## src/rtl/div.sv

```systemverilog
`default_nettype none
// ============================================================================
// Module   : div
// Purpose  : Sequential 32-bit restoring divider for the execute stage.
//            Performs signed (DIV) or unsigned (DIVU) division, one quotient
//            bit per clock, and returns {remainder, quotient} for HI/LO.
//            Divide by zero yields 0; 0x80000000 / -1 wraps to 0x80000000.
// Ports    : clk          - system clock, rising edge
//            rst          - synchronous active-high reset
//            signed_div_i - 1 = signed, 0 = unsigned
//            opdata1_i    - dividend
//            opdata2_i    - divisor
//            start_i      - request, held high until ready_o is seen
//            annul_i      - abort current operation (pipeline flush)
//            result_o     - {remainder[63:32], quotient[31:0]}
//            ready_o      - result valid
// Config   : DIV_EARLY_EXIT_EN - when defined, |dividend| < |divisor|
//            completes straight from IDLE (quotient 0, remainder dividend).
// Revision : 1.0 - initial release
// ============================================================================
module div (
  input  logic        clk,
  input  logic        rst,
  input  logic        signed_div_i,
  input  logic [31:0] opdata1_i,
  input  logic [31:0] opdata2_i,
  input  logic        start_i,
  input  logic        annul_i,
  output logic [63:0] result_o,
  output logic        ready_o
);

  localparam logic [1:0] S_IDLE   = 2'd0;
  localparam logic [1:0] S_BYZERO = 2'd1;
  localparam logic [1:0] S_ON     = 2'd2;
  localparam logic [1:0] S_END    = 2'd3;

  localparam logic [5:0] C_LAST_STEP = 6'd31;

  logic [1:0]  r_state;
  logic [5:0]  r_cnt;
  logic [63:0] r_work;     // {partial remainder, dividend/quotient}
  logic [31:0] r_divisor;  // divisor magnitude
  logic        r_neg_q;
  logic        r_neg_r;
  logic [63:0] r_res;      // final value, published in END

  // Operand magnitudes and signs (signs only matter in signed mode)
  logic        w_sign1;
  logic        w_sign2;
  logic [31:0] w_mag1;
  logic [31:0] w_mag2;

  assign w_sign1 = signed_div_i & opdata1_i[31];
  assign w_sign2 = signed_div_i & opdata2_i[31];
  assign w_mag1  = w_sign1 ? (~opdata1_i + 32'd1) : opdata1_i;
  assign w_mag2  = w_sign2 ? (~opdata2_i + 32'd1) : opdata2_i;

  // One restoring step. The conceptual 65-bit {remainder, dividend} register
  // is held in 64 bits: after the left shift, the bit that would occupy
  // position 64 is r_work[63], so it is folded into the 33-bit trial operand.
  logic [32:0] w_upper;
  logic        w_trial_neg;
  logic [31:0] w_diff;
  logic [63:0] w_step;

  assign w_upper     = r_work[63:31];
  assign w_trial_neg = (w_upper < {1'b0, r_divisor});
  // When the trial is non-negative the true difference is below the divisor,
  // so the low 32 bits of the subtraction are exact.
  assign w_diff      = w_upper[31:0] - r_divisor;
  assign w_step      = w_trial_neg ? {r_work[62:0], 1'b0}
                                   : {w_diff, r_work[30:0], 1'b1};

  // Sign fix-up applied to the value produced by the final step
  logic [31:0] w_quot;
  logic [31:0] w_rem;

  assign w_quot = r_neg_q ? (~w_step[31:0]  + 32'd1) : w_step[31:0];
  assign w_rem  = r_neg_r ? (~w_step[63:32] + 32'd1) : w_step[63:32];

`ifdef DIV_EARLY_EXIT_EN
  logic w_early;
  assign w_early = (w_mag1 < w_mag2);
`endif

  always_ff @(posedge clk) begin
    if (rst) begin
      r_state   <= S_IDLE;
      r_cnt     <= 6'd0;
      r_work    <= 64'd0;
      r_divisor <= 32'd0;
      r_neg_q   <= 1'b0;
      r_neg_r   <= 1'b0;
      r_res     <= 64'd0;
      result_o  <= 64'd0;
      ready_o   <= 1'b0;
    end else if (annul_i) begin
      r_state  <= S_IDLE;
      r_cnt    <= 6'd0;
      result_o <= 64'd0;
      ready_o  <= 1'b0;
    end else begin
      case (r_state)
        S_IDLE: begin
          ready_o  <= 1'b0;
          result_o <= 64'd0;
          if (start_i) begin
            r_work    <= {32'd0, w_mag1};
            r_divisor <= w_mag2;
            r_neg_q   <= w_sign1 ^ w_sign2;
            r_neg_r   <= w_sign1;
            r_cnt     <= 6'd0;
            if (opdata2_i == 32'd0) begin
              r_state <= S_BYZERO;
`ifdef DIV_EARLY_EXIT_EN
            end else if (w_early) begin
              // Quotient is zero and the remainder is the dividend itself,
              // sign included, so no fix-up is needed.
              r_res   <= {opdata1_i, 32'd0};
              r_state <= S_END;
`endif
            end else begin
              r_state <= S_ON;
            end
          end
        end

        S_BYZERO: begin
          r_res   <= 64'd0;
          r_state <= S_END;
        end

        S_ON: begin
          r_work <= w_step;
          r_cnt  <= r_cnt + 6'd1;
          // The 32nd step lands its fixed-up result directly in r_res so
          // that ready_o rises on the following edge.
          if (r_cnt == C_LAST_STEP) begin
            r_res   <= {w_rem, w_quot};
            r_state <= S_END;
          end
        end

        S_END: begin
          if (start_i) begin
            ready_o  <= 1'b1;
            result_o <= r_res;
          end else begin
            ready_o  <= 1'b0;
            result_o <= 64'd0;
            r_state  <= S_IDLE;
          end
        end

        default: begin
          r_state  <= S_IDLE;
          ready_o  <= 1'b0;
          result_o <= 64'd0;
        end
      endcase
    end
  end

endmodule
`default_nettype wire

```

## config.mk

```make
export PLATFORM = sky130hd
export DESIGN_NAME = div
export DESIGN_NICKNAME = d
export VERILOG_FILES = /design/src/rtl/div.sv
export SDC_FILE = /design/constraint.sdc
export NUM_CORES = 1
export LEC_CHECK = 0
export CAP_MARGIN = 40
export CORE_UTILIZATION = 52
export DETAILED_ROUTE_END_ITERATION = 10
export GPL_ROUTABILITY_DRIVEN = 0
export HOLD_SLACK_MARGIN = 0.03
export PLACE_DENSITY = 0.75
export SLEW_MARGIN = 20
export SYNTH_ARGS = -nofsm -noshare
export SYNTH_HDL_FRONTEND = slang
export SYNTH_SLANG_ARGS = --single-unit
export TNS_END_PERCENT = 5
```

## constraint.sdc

```tcl
create_clock -name clk -period 10.05 [get_ports clk]
set_clock_uncertainty 0.05 [all_clocks]
set_input_delay 2.5125 -clock clk [delete_from_list [all_inputs] [get_ports clk]]
set_output_delay 2.5125 -clock clk [all_outputs]
set_load 0.02 [all_outputs]
```

### After elaboration in Yosys (flattened, before gate mapping)

Cells that the tools add are included.

| word-level totals | value |
|---|---|
| output and inout port bits | 65 |
| input port bits | 69 |
| flip-flop bits (word level) | 235 |
| word-level logic and storage cells | 62 |

| operators by class | value |
|---|---|
| equality and inequality tests | 7 |
| add/sub/neg operators | 6 |
| magnitude comparators | 1 |
| mux-type cells | 20 |
| bitwise gates (word level) | 8 |
| reductions and logical operators | 11 |

Operators with widths:

| cell | count |
|---|---|
| $pmux W64 S2 | 3 |
| $mux W64 | 4 |
| $add A32 B1 Y32 const B | 4 |
| $mux W32 | 4 |
| $not A32 Y32 | 4 |
| $lt A33 B32 Y1 | 1 |
| $logic_not A32 Y1 | 1 |
| $sub A32 B32 Y32 | 1 |
| $pmux W6 S2 | 1 |
| $reduce_and A3 Y1 | 4 |
| $mux W2 | 4 |
| $pmux W2 S4 | 1 |
| $add A6 B1 Y6 const B | 1 |
| $eq A6 B5 Y1 const B | 1 |
| $mux W6 | 1 |
| $ne A2 B2 Y1 const B | 3 |
| $reduce_bool A2 Y1 | 3 |
| $eq A2 B2 Y1 const B | 2 |
| $and A1 B1 Y1 | 2 |
| $eq A2 B1 Y1 const B | 1 |
| $logic_not A2 Y1 | 1 |
| $pmux W1 S2 | 1 |
| $reduce_and A2 Y1 | 1 |
| $reduce_or A2 Y1 | 1 |
| 3 further kinds | 3 |

### Longest topological paths before layout

| depth | value |
|---|---|
| word-level depth | 7 |
| depth in mapped cells | 25 |
| gate-level depth less buffers | 21 |

### Worst setup path before layout

No wires, ideal clock.

| path | value |
|---|---|
| path type | input -> register |
| start | input port opdata2_i[3] |
| end | register r_divisor[26] |
| data required time | 9.914 ns |
| slack | 5.134 ns |
| library setup time | 0.086 ns |
| path buffers | 0 |
| cell stages on the path | 10 |
| arrival time | 4.781 ns |
| cell sequence | or3_1 -> nor2_1 -> nand2_1 -> nor3_1 -> and3_1 -> nand2_1 -> nor4_1 -> a31oi_1 -> xnor2_1 -> a211oi_1 |

| between the ends | value |
|---|---|
| cells in the longest elaborated chain, start to end | 3 |

RTL lines:

| element | RTL line | text |
|---|---|---|
| from (decl) | 26 | `input logic [31:0] opdata2_i,` |
| $not A32 Y32 | 57 | `assign w_mag2 = w_sign2 ? (~opdata2_i + 32'd1) : opdata2_i;` |
| $add A32 B1 Y32 | 57 |  |
| $mux W32 | 57 |  |
| to (signal assigned) | 110 | `r_divisor <= w_mag2;` |
| to (decl) | 43 | `logic [31:0] r_divisor;` |

Every way passes these cells.
A chain may end at the register's enable or synchronous reset.

### Worst setup path after layout

| path | value |
|---|---|
| start | register r_work[33] |
| end | register r_res[60] |

| between the ends | value |
|---|---|
| cells in the longest elaborated chain, start to end | 7 |
| elaborated cells between the ends (all ways) | 8 |
| those cells by class | 2 x add/sub; 1 x order compare; 4 x mux; 1 x bitwise |

RTL lines:

| element | RTL line | text |
|---|---|---|
| from (decl) | 42 | `logic [63:0] r_work;` |
| from (signal assigned) | 109 | `r_work <= {32'd0, w_mag1};` |
| from (signal assigned) | 135 | `r_work <= w_step;` |
| $sub A32 B32 Y32 / $lt A33 B32 Y1 (equally long branches) | 71, 68 |  |
| $mux W64 * | 72 | `assign w_step = w_trial_neg ? {r_work[62:0], 1'b0}` |
| $not A32 Y32 | 80 | `assign w_rem = r_neg_r ? (~w_step[63:32] + 32'd1) : w_step[63:32];` |
| $add A32 B1 Y32 | 80 |  |
| $mux W32 * | 80 |  |
| $mux W64 * | 139 | `if (r_cnt == C_LAST_STEP) begin` |
| $pmux W64 S2 * | 104 | `case (r_state)` |
| to (signal assigned) | 140 | `r_res <= {w_rem, w_quot};` |
| to (decl) | 46 | `logic [63:0] r_res;` |

Mark *: on every way between the ends. The rest lies on a longest branch, timed or not. The select of a mux whose other input is x is not followed.

==> results.json <==
{
  "ir_drop_mv": 0.1171,
  "worstPathArrival_ns": 5.67,
  "hp-start": "r_res[38]$_SDFFE_PP0P_",
  "clockRootBuffer": "clkbuf_16",
  "synth_top_family_by_area": "compound AO/OA/AOI/OAI gates",
  "ant_nets": 0,
  "synthFlopType": "dfxtp_1",
  "switchingPower_uw": 659.5,
  "nNetsFinal": 1960,
  "min_path_type": "reg2reg",
  "worst_setup_path_end_kind": "flop",
  "syn_area_mm2": 0.01364,
  "r2r-start": "r_work[33]$_SDFFE_PP0P_",
  "combPwrFrac_pct": 18.4,
  "die_y_um": 164.0,
  "io_pins": 134,
  "worstSetupStartpoint": "r_work[33]$_SDFFE_PP0P_",
  "grt_max_degree": 80,
  "layout-drive-gt1-share_pct": 5.263,
  "yosysSeqAreaShare_pct": 34.49,
  "syn_nets": 1898,
  "fp-row-count": 58,
  "area_delta_synth_final_pct": 16.27,
  "grt_overflow_total": 0,
  "core_area_mm2": 0.02547,
  "r2r_cells": 19,
  "place_area_mm2": 0.01509,
  "drv_cap": 0,
  "final_cell_mix": "nor2_1 (240), nand2_1 (239), dfxtp_1 (235)",
  "synth-simple-area-share_pct": 21.87,
  "power_density_mw_per_mm2": 143.8,
  "synth-edff-count": 0,
  "dp_hpwl_um": 26780,
  "path_cells": "ha_1, o211a_1, a21boi_2, o211ai_1, a21oi_2, o21ai_4, nand2_2, buf_4, o21ai_0, ha_1, nand2_1, nor3_1, nor4bb_1, nand3_1, o31ai_1, nand3_1, o41ai_1, xnor2_1, o21ai_1",
  "crit_type": "reg2reg",
  "cts.reportedPaths.clkPinSlew_ns": 0.06,
  "cts.sinks": 235,
  "critPathMaxFanout": 47,
  "cts_made_buffers": 25,
  "slew_headroom_pct": 42.10,
  "worst_pin_slew_ns": 0.8666,
  "synth.distinct_cells": 81,
  "cts_hold_buf": 0,
  "ys.warnings.count": 0,
  "antenna_found_initial": 0,
  "synthAdderAreaFrac_pct": 3.816,
  "period_share_pct": 52.91,
  "drc_errors": 0,
  "ff2ff_setup_slack_ns": 4.73,
  "leakage_nw": 5.642,
  "grt_pass1_vias": 11322,
  "stdcell_area_mm2": 0.01586,
  "crit_slowest_cell": "dfxtp_1",
  "seqPwrFrac_pct": 43.0,
  "wl_per_cell_um": 16.69,
  "clock_path_buffers": 3,
  "cpPeakStageDelay_ns": 0.48,
  "synthCells": 1788,
  "finalSetupViolations": 0,
  "start_util_pct": 53.55,
  "min_to": "r_res[38]$_SDFFE_PP0P_",
  "tns_ns": 0,
  "drv_slew": 0,
  "fmaxAchievable_ghz": 0.1881,
  "whs_path_depth": 2,
  "wl_um": 36580,
  "drt_iter0_markers": 1345,
  "clock_latency_ns": 0.54,
  "vias": 12963,
  "postCtsSetupRepairBufs": 0,
  "port_buffers": 133,
  "internal-power_mw": 1.621,
  "rsz0062_at_grt": "no",
  "tritoncts": "built",
  "synthArstFlopShare_pct": 0,
  "htreeDepth": 1,
  "synth_mux_area_share_pct": 1.660,
  "hold_viol_final": 0,
  "antenna_cells": 0,
  "dieArea_mm2": 0.02688,
  "swShare_pct": 28.92,
  "track_usage_pct": 26.91,
  "status": "finished clean",
  "ys_ff_latch": 235,
  "synth_compound_area_share_pct": 24.12,
  "clkPwrFrac_pct": 38.6,
  "routed_via_density": 5.914,
  "start_kind": "flop",
  "whs_ns": 0.4031,
  "synth_xor_area_share_pct": 8.989,
  "post_cts_resized": 0,
  "dr.pass1.iters": 5,
  "die_x_um": 164.0,
  "r2r-end": "r_res[60]$_SDFFE_PP0P_",
  "fin_crit_ns": 5.318,
  "final_common_cell": "nor2_1",
  "syn_area_per_cell_um2": 7.629,
  "grt_first_pass_wirelength_um": 58940,
  "critical_path_required_ns": 10.41
}
-- cell usage after synthesis, drive strengths merged, types with 3 or more instances --
cell type	n	area share, %
and3	4	0.18
nand2	240	6.6
nor3b	3	0.17
nor3	24	0.88
or3	13	0.60
or4	17	0.96
nand4	14	0.64
or2	11	0.50
a22oi	114	6.3
o21a	5	0.28
nor4b	5	0.32
o211ai	11	0.61
inv	61	1.7
nor2b	5	0.25
nand3	30	1.1
mux2	7	0.63
dfxtp	235	34
a22o	6	0.39
o31ai	24	1.4
o32ai	3	0.19
and4	4	0.26
mux2i	14	1.0
clkbuf	95	2.6
a31oi	10	0.46
a41oi	3	0.19
nand2b	14	0.64
nand3b	6	0.33
a211oi	28	1.5
nor2	245	6.8
a21o	7	0.39
xnor2	90	5.8
buf	21	0.76
xor2	50	3.2
a21oi	134	5.1
a311oi	8	0.61
ha	40	3.7
nor4	14	0.64
o21ai	118	4.4
o41ai	10	0.64
nand4b	3	0.19
and2	13	0.60
-- power by group through the flow --
stage / Sequential, mW / Combinational [mW] / Clock [mW]
2_1_floorplan: 0.987 / 0.299 / 0
3_5_place_dp: 0.999 / 0.412 / 0
4_1_cts: 0.978 / 0.414 / 0.890
3_3_place_gp: 0.998 / 0.404 / 0
6_report: 0.980 / 0.420 / 0.881
5_1_grt: 0.982 / 0.462 / 0.929
-- kinds of logic after synthesis --
group                    count (synthesis)
AND/OR/NAND/NOR                        668
AO/OA/AOI/OAI                          506
flip-flops                             235
buffers and inverters                  177
XOR/XNOR                               140
adder cells (fa/ha/maj)                 41
multiplexers                            21
-- state kept, by name (all words and copies together), names as in the netlist --
signal,count
r_neg_r,1
r_neg_q,1
r_cnt,6
r_state,2
r_divisor,32
r_work,64
ready_o,1
r_res,64
result_o,64
-- worst max path at each step --
stage / to / slack [ns]
after detailed placement: r_divisor[27]$_SDFFE_PP0P_ / 4.32
after global routing: r_res[60]$_SDFFE_PP0P_ / 4.20
final: r_res[60]$_SDFFE_PP0P_ / 4.73
after global placement: r_divisor[26]$_SDFFE_PP0P_ / 4.23
after CTS: r_res[60]$_SDFFE_PP0P_ / 4.80
after floorplan: r_divisor[26]$_SDFFE_PP0P_ / 5.13
-- per-stage QoR --
stage          worst slack (ns)  cells  util (%)  power [mW]
5_1_grt                   4.197   2192     62.27       2.373
6_report                  4.732   2192     62.27       2.281
3_5_place_dp              4.322   2153     59.26       1.411
3_3_place_gp              4.230   2148     59.06       1.402
4_1_cts                   4.801   2192     62.27       2.282
2_1_floorplan             5.134   1788         -       1.286
-- area by class of cell --
type	count	area, um^2
Inverter	61	229.0
Tap cell	330	412.9
Clock buffer	34	709.4
Clock inverter	5	56.30
Fill cell	2312	9612
Multi-Input combinational cell	1376	8272
Sequential cell	235	4705
Timing Repair Buffer	151	1476
-- critical path: cells and delay by family (launching register included) --
family	cells	cell delay, ns
DFF	1	0.48
AOI/OAI and AO/OA	9	2.37
xor gates and xnor gates	1	0.17
adders and majority gates	2	0.64
and+or+nand+nor	6	1.13
buffers and inverters	1	0.30
-- layer usage --
layer  up-vias  wire (um)  GRT usage, %
met3        54       3099         4.848
met2       458      14930         39.21
met5         -          0             0
met1      6007      17910         40.72
li1       6444          -             -
met4         0        642         5.850
Note: power is estimated with default switching activity, not from simulation.
